$ cat config.mk
export PLATFORM = sky130hd
export DESIGN_NAME = mcpu_core_param_flat
export DESIGN_NICKNAME = d
export VERILOG_FILES = /design/src/rtl/mcpu_pkg.sv /design/src/rtl/mcpu_core_param_if.sv /design/src/rtl/mcpu_regfile.sv /design/src/rtl/mcpu_core_param.sv /design/src/flat_wrapper.sv
export SDC_FILE = /design/constraint.sdc
export NUM_CORES = 1
export LEC_CHECK = 0
export BUFFER_PORTS_ARGS = -buffer_cell sky130_fd_sc_hd__buf_2
export CAP_MARGIN = 25
export CORE_MARGIN = 2
export CORE_UTILIZATION = 66
export DETAILED_ROUTE_END_ITERATION = 10
export PLACE_DENSITY_LB_ADDON = 0.08
export SLEW_MARGIN = 10
export SYNTH_ARGS = -nofsm -noshare
export SYNTH_HDL_FRONTEND = slang
export SYNTH_HIERARCHICAL = 1
export SYNTH_SLANG_ARGS = --single-unit
$ cat constraint.sdc
create_clock -name clk -period 6.75 [get_ports clk]
set_clock_uncertainty 0.2 [all_clocks]
set_input_delay 0 -clock clk [delete_from_list [all_inputs] [get_ports clk]]
set_output_delay 0 -clock clk [all_outputs]
set_load 0.01 [all_outputs]
$ cat src/rtl/mcpu_pkg.sv
// Shared opcode fields and the instruction decoder for the parametrised accumulator core.
package mcpu_pkg;

  localparam logic [1:0] OP_BCC  = 2'b00;
  localparam logic [1:0] OP_LDI  = 2'b01;
  localparam logic [2:0] OP_ADD  = 3'b100;
  localparam logic [2:0] OP_STA  = 3'b101;
  localparam logic [2:0] OP_LDA  = 3'b110;
  localparam logic [5:0] OP_NOT  = 6'b111000;
  localparam logic [5:0] OP_OUT  = 6'b111001;
  localparam logic [5:0] OP_JMPA = 6'b111010;
  localparam logic [5:0] OP_RRC  = 6'b111011;

  typedef enum logic [9:0] {
    OPK_BCC  = 10'b00_0000_0001,
    OPK_LDI  = 10'b00_0000_0010,
    OPK_ADD  = 10'b00_0000_0100,
    OPK_STA  = 10'b00_0000_1000,
    OPK_LDA  = 10'b00_0001_0000,
    OPK_NOT  = 10'b00_0010_0000,
    OPK_OUT  = 10'b00_0100_0000,
    OPK_JMPA = 10'b00_1000_0000,
    OPK_RRC  = 10'b01_0000_0000,
    OPK_NOP  = 10'b10_0000_0000
  } op_e;

  // 1111xx is reserved and falls through to NOP
  function automatic op_e mcpu_decode(input logic [5:0] inst);
    if (inst[5:4] == OP_BCC)       return OPK_BCC;
    else if (inst[5:4] == OP_LDI)  return OPK_LDI;
    else if (inst[5:3] == OP_ADD)  return OPK_ADD;
    else if (inst[5:3] == OP_STA)  return OPK_STA;
    else if (inst[5:3] == OP_LDA)  return OPK_LDA;
    else if (inst == OP_NOT)       return OPK_NOT;
    else if (inst == OP_OUT)       return OPK_OUT;
    else if (inst == OP_JMPA)      return OPK_JMPA;
    else if (inst == OP_RRC)       return OPK_RRC;
    else                           return OPK_NOP;
  endfunction

endpackage

$ cat src/rtl/mcpu_core_param_if.sv
// Instruction input and architectural state outputs of the core, bundled for the pin wrapper.
interface mcpu_core_param_if #(
  parameter int unsigned DATA_W = 8,
  parameter int unsigned PC_W   = 8
);
  logic [5:0]        inst_in;
  logic              inst_valid;
  logic [PC_W-1:0]   pc_o;
  logic [DATA_W-1:0] accu_o;
  logic              carry_o;
  logic [DATA_W-1:0] port_o;
  logic              port_stb;

  modport master (
    output inst_in, inst_valid,
    input  pc_o, accu_o, carry_o, port_o, port_stb
  );

  modport slave (
    input  inst_in, inst_valid,
    output pc_o, accu_o, carry_o, port_o, port_stb
  );
endinterface

$ cat src/rtl/mcpu_regfile.sv
// Register file: synchronous write, combinational read, async clear; addresses >= REG_DEPTH are void.
module mcpu_regfile #(
  parameter int unsigned DATA_W    = 8,
  parameter int unsigned REG_DEPTH = 8
) (
  input  logic              clk,
  input  logic              rst_n,
  input  logic              we,
  input  logic [2:0]        waddr,
  input  logic [DATA_W-1:0] wdata,
  input  logic [2:0]        raddr,
  output logic [DATA_W-1:0] rdata
);
  logic [DATA_W-1:0] regs [REG_DEPTH];

  always_ff @(posedge clk or negedge rst_n) begin
    if (!rst_n) begin
      for (int unsigned i = 0; i < REG_DEPTH; i++) regs[i] <= '0;
    end else begin
      for (int unsigned i = 0; i < REG_DEPTH; i++)
        if (we && waddr == 3'(i)) regs[i] <= wdata;
    end
  end

  // Full 3-bit compare, so out-of-range addresses neither alias nor read stale data
  always_comb begin
    rdata = '0;
    for (int unsigned i = 0; i < REG_DEPTH; i++)
      if (raddr == 3'(i)) rdata = regs[i];
  end
endmodule

$ cat src/rtl/mcpu_core_param.sv
// Parametrised 6-bit-instruction accumulator core: decode, ALU, pc/carry/LDI-nibble/port state.
module mcpu_core_param
  import mcpu_pkg::*;
#(
  parameter int unsigned DATA_W    = 8,
  parameter int unsigned PC_W      = 8,
  parameter int unsigned REG_DEPTH = 8
) (
  input  logic clk,
  input  logic rst_n,
  mcpu_core_param_if.slave bus
);
  localparam int unsigned NNIB = DATA_W / 4;
  localparam int unsigned NW   = $clog2(NNIB);

  logic [PC_W-1:0]   pc, pc_n;
  logic [DATA_W-1:0] accu, accu_n;
  logic              carry, carry_n;
  logic [NW-1:0]     nib_idx, nib_n;
  logic [DATA_W-1:0] port, port_n;
  logic              stb, stb_n;

  logic [3:0]        imm;
  op_e               op;
  logic [DATA_W-1:0] rdata;
  logic [DATA_W-1:0] ldi_val;
  logic              reg_we;

  assign imm = bus.inst_in[3:0];
  assign op  = mcpu_decode(bus.inst_in);

  mcpu_regfile #(
    .DATA_W   (DATA_W),
    .REG_DEPTH(REG_DEPTH)
  ) u_regfile (
    .clk  (clk),
    .rst_n(rst_n),
    .we   (reg_we),
    .waddr(bus.inst_in[2:0]),
    .wdata(accu),
    .raddr(bus.inst_in[2:0]),
    .rdata(rdata)
  );

  // Nibble k gets imm, nibbles above get imm's sign, nibbles below keep their value
  always_comb begin
    ldi_val = accu;
    for (int unsigned n = 0; n < NNIB; n++) begin
      if (n == 32'(nib_idx))     ldi_val[4*n +: 4] = imm;
      else if (n > 32'(nib_idx)) ldi_val[4*n +: 4] = {4{imm[3]}};
    end
  end

  always_comb begin
    pc_n    = pc;
    accu_n  = accu;
    carry_n = carry;
    nib_n   = nib_idx;
    port_n  = port;
    stb_n   = 1'b0;
    reg_we  = 1'b0;
    if (bus.inst_valid) begin
      pc_n  = pc + PC_W'(1);
      nib_n = '0;
      unique case (op)
        OPK_BCC: begin
          carry_n = 1'b0;
          if (!carry) pc_n = pc + PC_W'($signed(imm));
        end
        OPK_LDI: begin
          accu_n = ldi_val;
          nib_n  = (nib_idx == NW'(NNIB - 1)) ? '0 : nib_idx + NW'(1);
        end
        OPK_ADD:  {carry_n, accu_n} = {1'b0, accu} + {1'b0, rdata};
        OPK_STA:  reg_we = 1'b1;
        OPK_LDA:  accu_n = rdata;
        OPK_NOT:  accu_n = ~accu;
        OPK_OUT: begin
          port_n = accu;
          stb_n  = 1'b1;
        end
        OPK_JMPA: pc_n = PC_W'(accu);
        OPK_RRC:  {accu_n, carry_n} = {carry, accu};
        default:  ;
      endcase
    end
  end

  always_ff @(posedge clk or negedge rst_n) begin
    if (!rst_n) begin
      pc      <= '0;
      accu    <= '0;
      carry   <= 1'b0;
      nib_idx <= '0;
      port    <= '0;
      stb     <= 1'b0;
    end else begin
      pc      <= pc_n;
      accu    <= accu_n;
      carry   <= carry_n;
      nib_idx <= nib_n;
      port    <= port_n;
      stb     <= stb_n;
    end
  end

  assign bus.pc_o     = pc;
  assign bus.accu_o   = accu;
  assign bus.carry_o  = carry;
  assign bus.port_o   = port;
  assign bus.port_stb = stb;
endmodule
$ cat src/flat_wrapper.sv
// flat-port wrapper written by rule: the top's interface ports become plain ports
module mcpu_core_param_flat import mcpu_pkg::*;
#(
  parameter int unsigned DATA_W    = 8,
  parameter int unsigned PC_W      = 8,
  parameter int unsigned REG_DEPTH = 8
)
  (clk, rst_n, bus_inst_in, bus_inst_valid, bus_pc_o, bus_accu_o, bus_carry_o, bus_port_o, bus_port_stb);
  mcpu_core_param_if #(.DATA_W(DATA_W), .PC_W(PC_W)) bus_i ();
  input  logic clk;
  input  logic rst_n;
  input wire logic [$bits(bus_i.inst_in)-1:0] bus_inst_in;
  input wire logic [$bits(bus_i.inst_valid)-1:0] bus_inst_valid;
  output wire logic [$bits(bus_i.pc_o)-1:0] bus_pc_o;
  output wire logic [$bits(bus_i.accu_o)-1:0] bus_accu_o;
  output wire logic [$bits(bus_i.carry_o)-1:0] bus_carry_o;
  output wire logic [$bits(bus_i.port_o)-1:0] bus_port_o;
  output wire logic [$bits(bus_i.port_stb)-1:0] bus_port_stb;
  assign bus_i.inst_in = bus_inst_in;
  assign bus_i.inst_valid = bus_inst_valid;
  assign bus_pc_o = bus_i.pc_o;
  assign bus_accu_o = bus_i.accu_o;
  assign bus_carry_o = bus_i.carry_o;
  assign bus_port_o = bus_i.port_o;
  assign bus_port_stb = bus_i.port_stb;
  mcpu_core_param #(.DATA_W(DATA_W), .PC_W(PC_W), .REG_DEPTH(REG_DEPTH)) u_core (.clk(clk), .rst_n(rst_n), .bus(bus_i));
endmodule
==> results by group <==
Setup path
  – Setup CP Type: input pin to flip-flop
  – CP Launch Type: input pin
  – CP Cell Sequence: buf_2 > mux4_1 > mux2_4 > ha_1 > fa_1 > a21o_1 > a22o_1 > nand2_1 > o22ai_1 > o41ai_1 > a31oi_1
  – Critical path arrival: 3400 ps
  – CP top delay family: compound AO/OA/AOI/OAI gates
  – R2R Setup Slk: 3520 ps
  – WP buf/inv: 1
  – Setup crit end kind: flip-flop
  – R2R Path Start: u_core/u_regfile/regs[48]
  – CP required: 6790 ps
  – Reg2Reg Depth: 10
  – Reg2reg end: u_core/bus.accu_o[6]
  – CP max FO: 35
  – Critical-path top delay cell: buf_2
  – Crit-path max cell delay: 710 ps

Timing
  – Min setup slack post-route: 3397 ps
  – FMAX: 0.2982 GHz
  – Final Max Tran Viols: 0
  – Fin Setup TNS: 0 ps
  – Final-report hold violation count: 0
  – Slew margin rel.: 0.3712
  – Worst slew pin tran: 943.3 ps
  – Final worst-path cycle share: 0.4968
  – Setup Viol. Count Final: 0
  – RSZ-0062 raised after global routing: false
  – Final min period: 3353 ps

Routing
  – Vias per inst: 6.720
  – Initial DRC count: 314
  – Initial DRT Pass Iterations: 4
  – WL final: 12.28 mm
  – WL per Instance: 21.21 um
  – DRC: 0
  – DRT antenna net count: 0
  – Vias post-DR: 3891

Finish
  – Final core occ: 0.7498
  – Final instance area: 0.005824 sq mm
  – Layout net count: 499
  – Fraction of layout cells with a size suffix above 1: 0.3270
  – Commonest non-fill, non-tap cell in the layout: dfrtp_1
  – Commonest non-fill, non-tap cells in the layout: dfrtp_1, mux2_2, buf_2
  – Sequential cell area: 0.002277 sq mm
  – Syn-to-layout area delta: 9.042%
  – Antenna Cells: 0
  – # fillers: 534
  – Multi-input logic area: 0.002894 sq mm

Synth
  – Largest area contributor in the netlist: dfrtp_1
  – Area share of the largest cell type after synthesis: 0.4263
  – Yosys reg bits: 91
  – Average size of a mapped cell: 12.19 sq um
  – Post-synthesis xor/xnor area fraction: 0.01968
  – Adder-cell share of the synthesized area: 0.04498
  – Largest family of logic cells by synthesized area: multiplexers
  – Number of flops mapped to enable cells by yosys: 0
  – Largest cells by area after synthesis: dfrtp_1, mux2_2, mux4_1, ha_1, mux4_2
  – Distinct cells, synth: 71
  – Most used DFF post-synth: dfrtp_1
  – Fraction of registers with async set/reset: 1.000
  – Post-synthesis mux area share: 0.2511
  – Post-synth net total: 465
  – Seq/Total Area, Yosys: 0.4263
  – Synth Area in Simple Gates: 0.1049
  – Syn. warnings: 6
  – Cells after Synth: 438
  – Compound-cell area share of the yosys netlist: 0.1211
  – Syn Std Cell Area: 0.005341 sq mm

GRT
  – Initial antenna violation count: 0
  – Overflow after GRT: 0
  – Largest net degree at the start of global routing: 54
  – First-pass GRT wire length: 19.82 mm
  – Number of global-route vias before repair: 3794
  – Tot GR Track Use: 0.2980

Clock network
  – Clk pin slew, worst setup/hold paths: 90 ps
  – Deepest clock path buffer count: 2
  – H-tree lvl count: 3
  – Clk root buf: clkbuf_8
  – CTS tree: built
  – Post-CTS setup buffers: 0
  – Clk sinks: 91
  – Total CTS buffers: 9
  – Clk Latency, worst-skew pair: 370 ps
  – Resize count post-CTS: 0
  – Hold Buf Count CTS: 7

Placement
  – DP HPWL: 8.015 mm
  – PortBufs: 34
  – DP Area: 0.005513 sq mm
  – Final GP Congestion: 0.9164
  – Pre-CTS WS: 3040 ps

Power
  – Cell Pwr Density: 285.9 mW/mm^2
  – P_leak: 2.702 nW
  – VDD IR max: 0.0001525 V
  – Total power: 1.665 mW

Die
  – Initial Util: 0.6877
  – CORE AREA: 0.007767 sq mm
  – Row Count: 32
  – Die X: 93.96 um
  – # IOs: 35
  – DIE HEIGHT: 93.96 um
  – Die ar.: 0.008828 sq mm

Outcome
  – Status: finished clean

Job
  – Max-cap violations: 0

Min path
  – Worst hold path depth: 3
  – Hold WC Path Type: input pin to flip-flop
  – Worst hold start: bus_inst_in[0]
  – Hold endpoint: u_core/bus.accu_o[0]
-- logic make-up (layout without fill, tap and decap cells) --
| logic type | count (synthesis) | in the layout |
|---|---|---|
| and+or+nand+nor | 92 | 92 |
| xor gates and xnor gates | 12 | 12 |
| adders and majority gates | 18 | 18 |
| DFF | 91 | 91 |
| buffers and inverters | 28 | 67 |
| AOI/OAI and AO/OA | 97 | 97 |
| muxes | 100 | 100 |
-- flip-flops by register name, summed over array words and instances, names as in the netlist --
name	flops
u_core/u_regfile/regs	64
u_core/bus.carry_o	1
u_core/nib_idx	1
u_core/bus.port_o	8
u_core/bus.accu_o	8
u_core/bus.port_stb	1
u_core/bus.pc_o	8
-- final cells by class --
| class | instances | share of cell area |
|---|---|---|
| multi-input combinational | 319 | 0.4969 |
| clock inverter | 6 | 0.01611 |
| tap | 102 | 0.02191 |
| sequential | 91 | 0.3910 |
| clock buffer | 10 | 0.02363 |
| inverter | 9 | 0.005800 |
| timing repair buffer | 42 | 0.04468 |
-- worst max-delay path by stage --
stage | start | to | slack (ps) | cells past startpoint
3_5_place_dp | bus_inst_in[0] | u_core/bus.accu_o[6] | 3040 | 11
3_3_place_gp | bus_inst_in[0] | u_core/bus.accu_o[6] | 3090 | 11
6_report | bus_inst_in[0] | u_core/bus.accu_o[6] | 3400 | 11
4_1_cts | bus_inst_in[0] | u_core/bus.accu_o[6] | 3420 | 11
2_1_floorplan | u_core/u_regfile/regs[48] | u_core/bus.accu_o[6] | 3750 | 10
5_1_grt | bus_inst_in[0] | u_core/bus.accu_o[6] | 3230 | 11
-- power by group --
group | internal (mW) | switching (mW)
sequential | 0.638 | 0.114
clock | 0.222 | 0.204
combinational | 0.248 | 0.240
total | 1.11 | 0.558
-- metal layers --
layer | global-route usage | up-vias | part of all wire
met2 | 0.4851 | 151 | 0.48
met1 | 0.4078 | 1964 | 0.43
met5 | 0 | - | 0
met4 | 0.1063 | 0 | 0.023
li1 | - | 1749 | -
met3 | 0.04815 | 27 | 0.068
-- worst min-delay path, stage by stage --
cell and delay [ps]:
buf_2 400, a21oi_1 250, o21ai_1 70
-- synthesized netlist by cell type, types with 6 or more instances --
cell type  count
o21ai_1        6
nand2b_1       7
inv_1          8
nand2_1       25
xnor2_1       10
a21oi_1       20
a31oi_1        9
buf_2          9
ha_1          16
mux2_4         6
dfrtp_1       91
mux4_1         8
a211oi_1       9
mux2_2        74
o21ai_0       16
nor2_1        19
mux4_2         7
-- per-stage QoR --
stage / hold WS, ps / std cells
after floorplan: -495.6 / 438
after global placement: -200.1 / 556
after detailed placement: -195.4 / 556
after CTS: 192.7 / 579
after global routing: 243.5 / 579
final: 187.3 / 579
No activity file was read; power rests on OpenSTA's default activity.
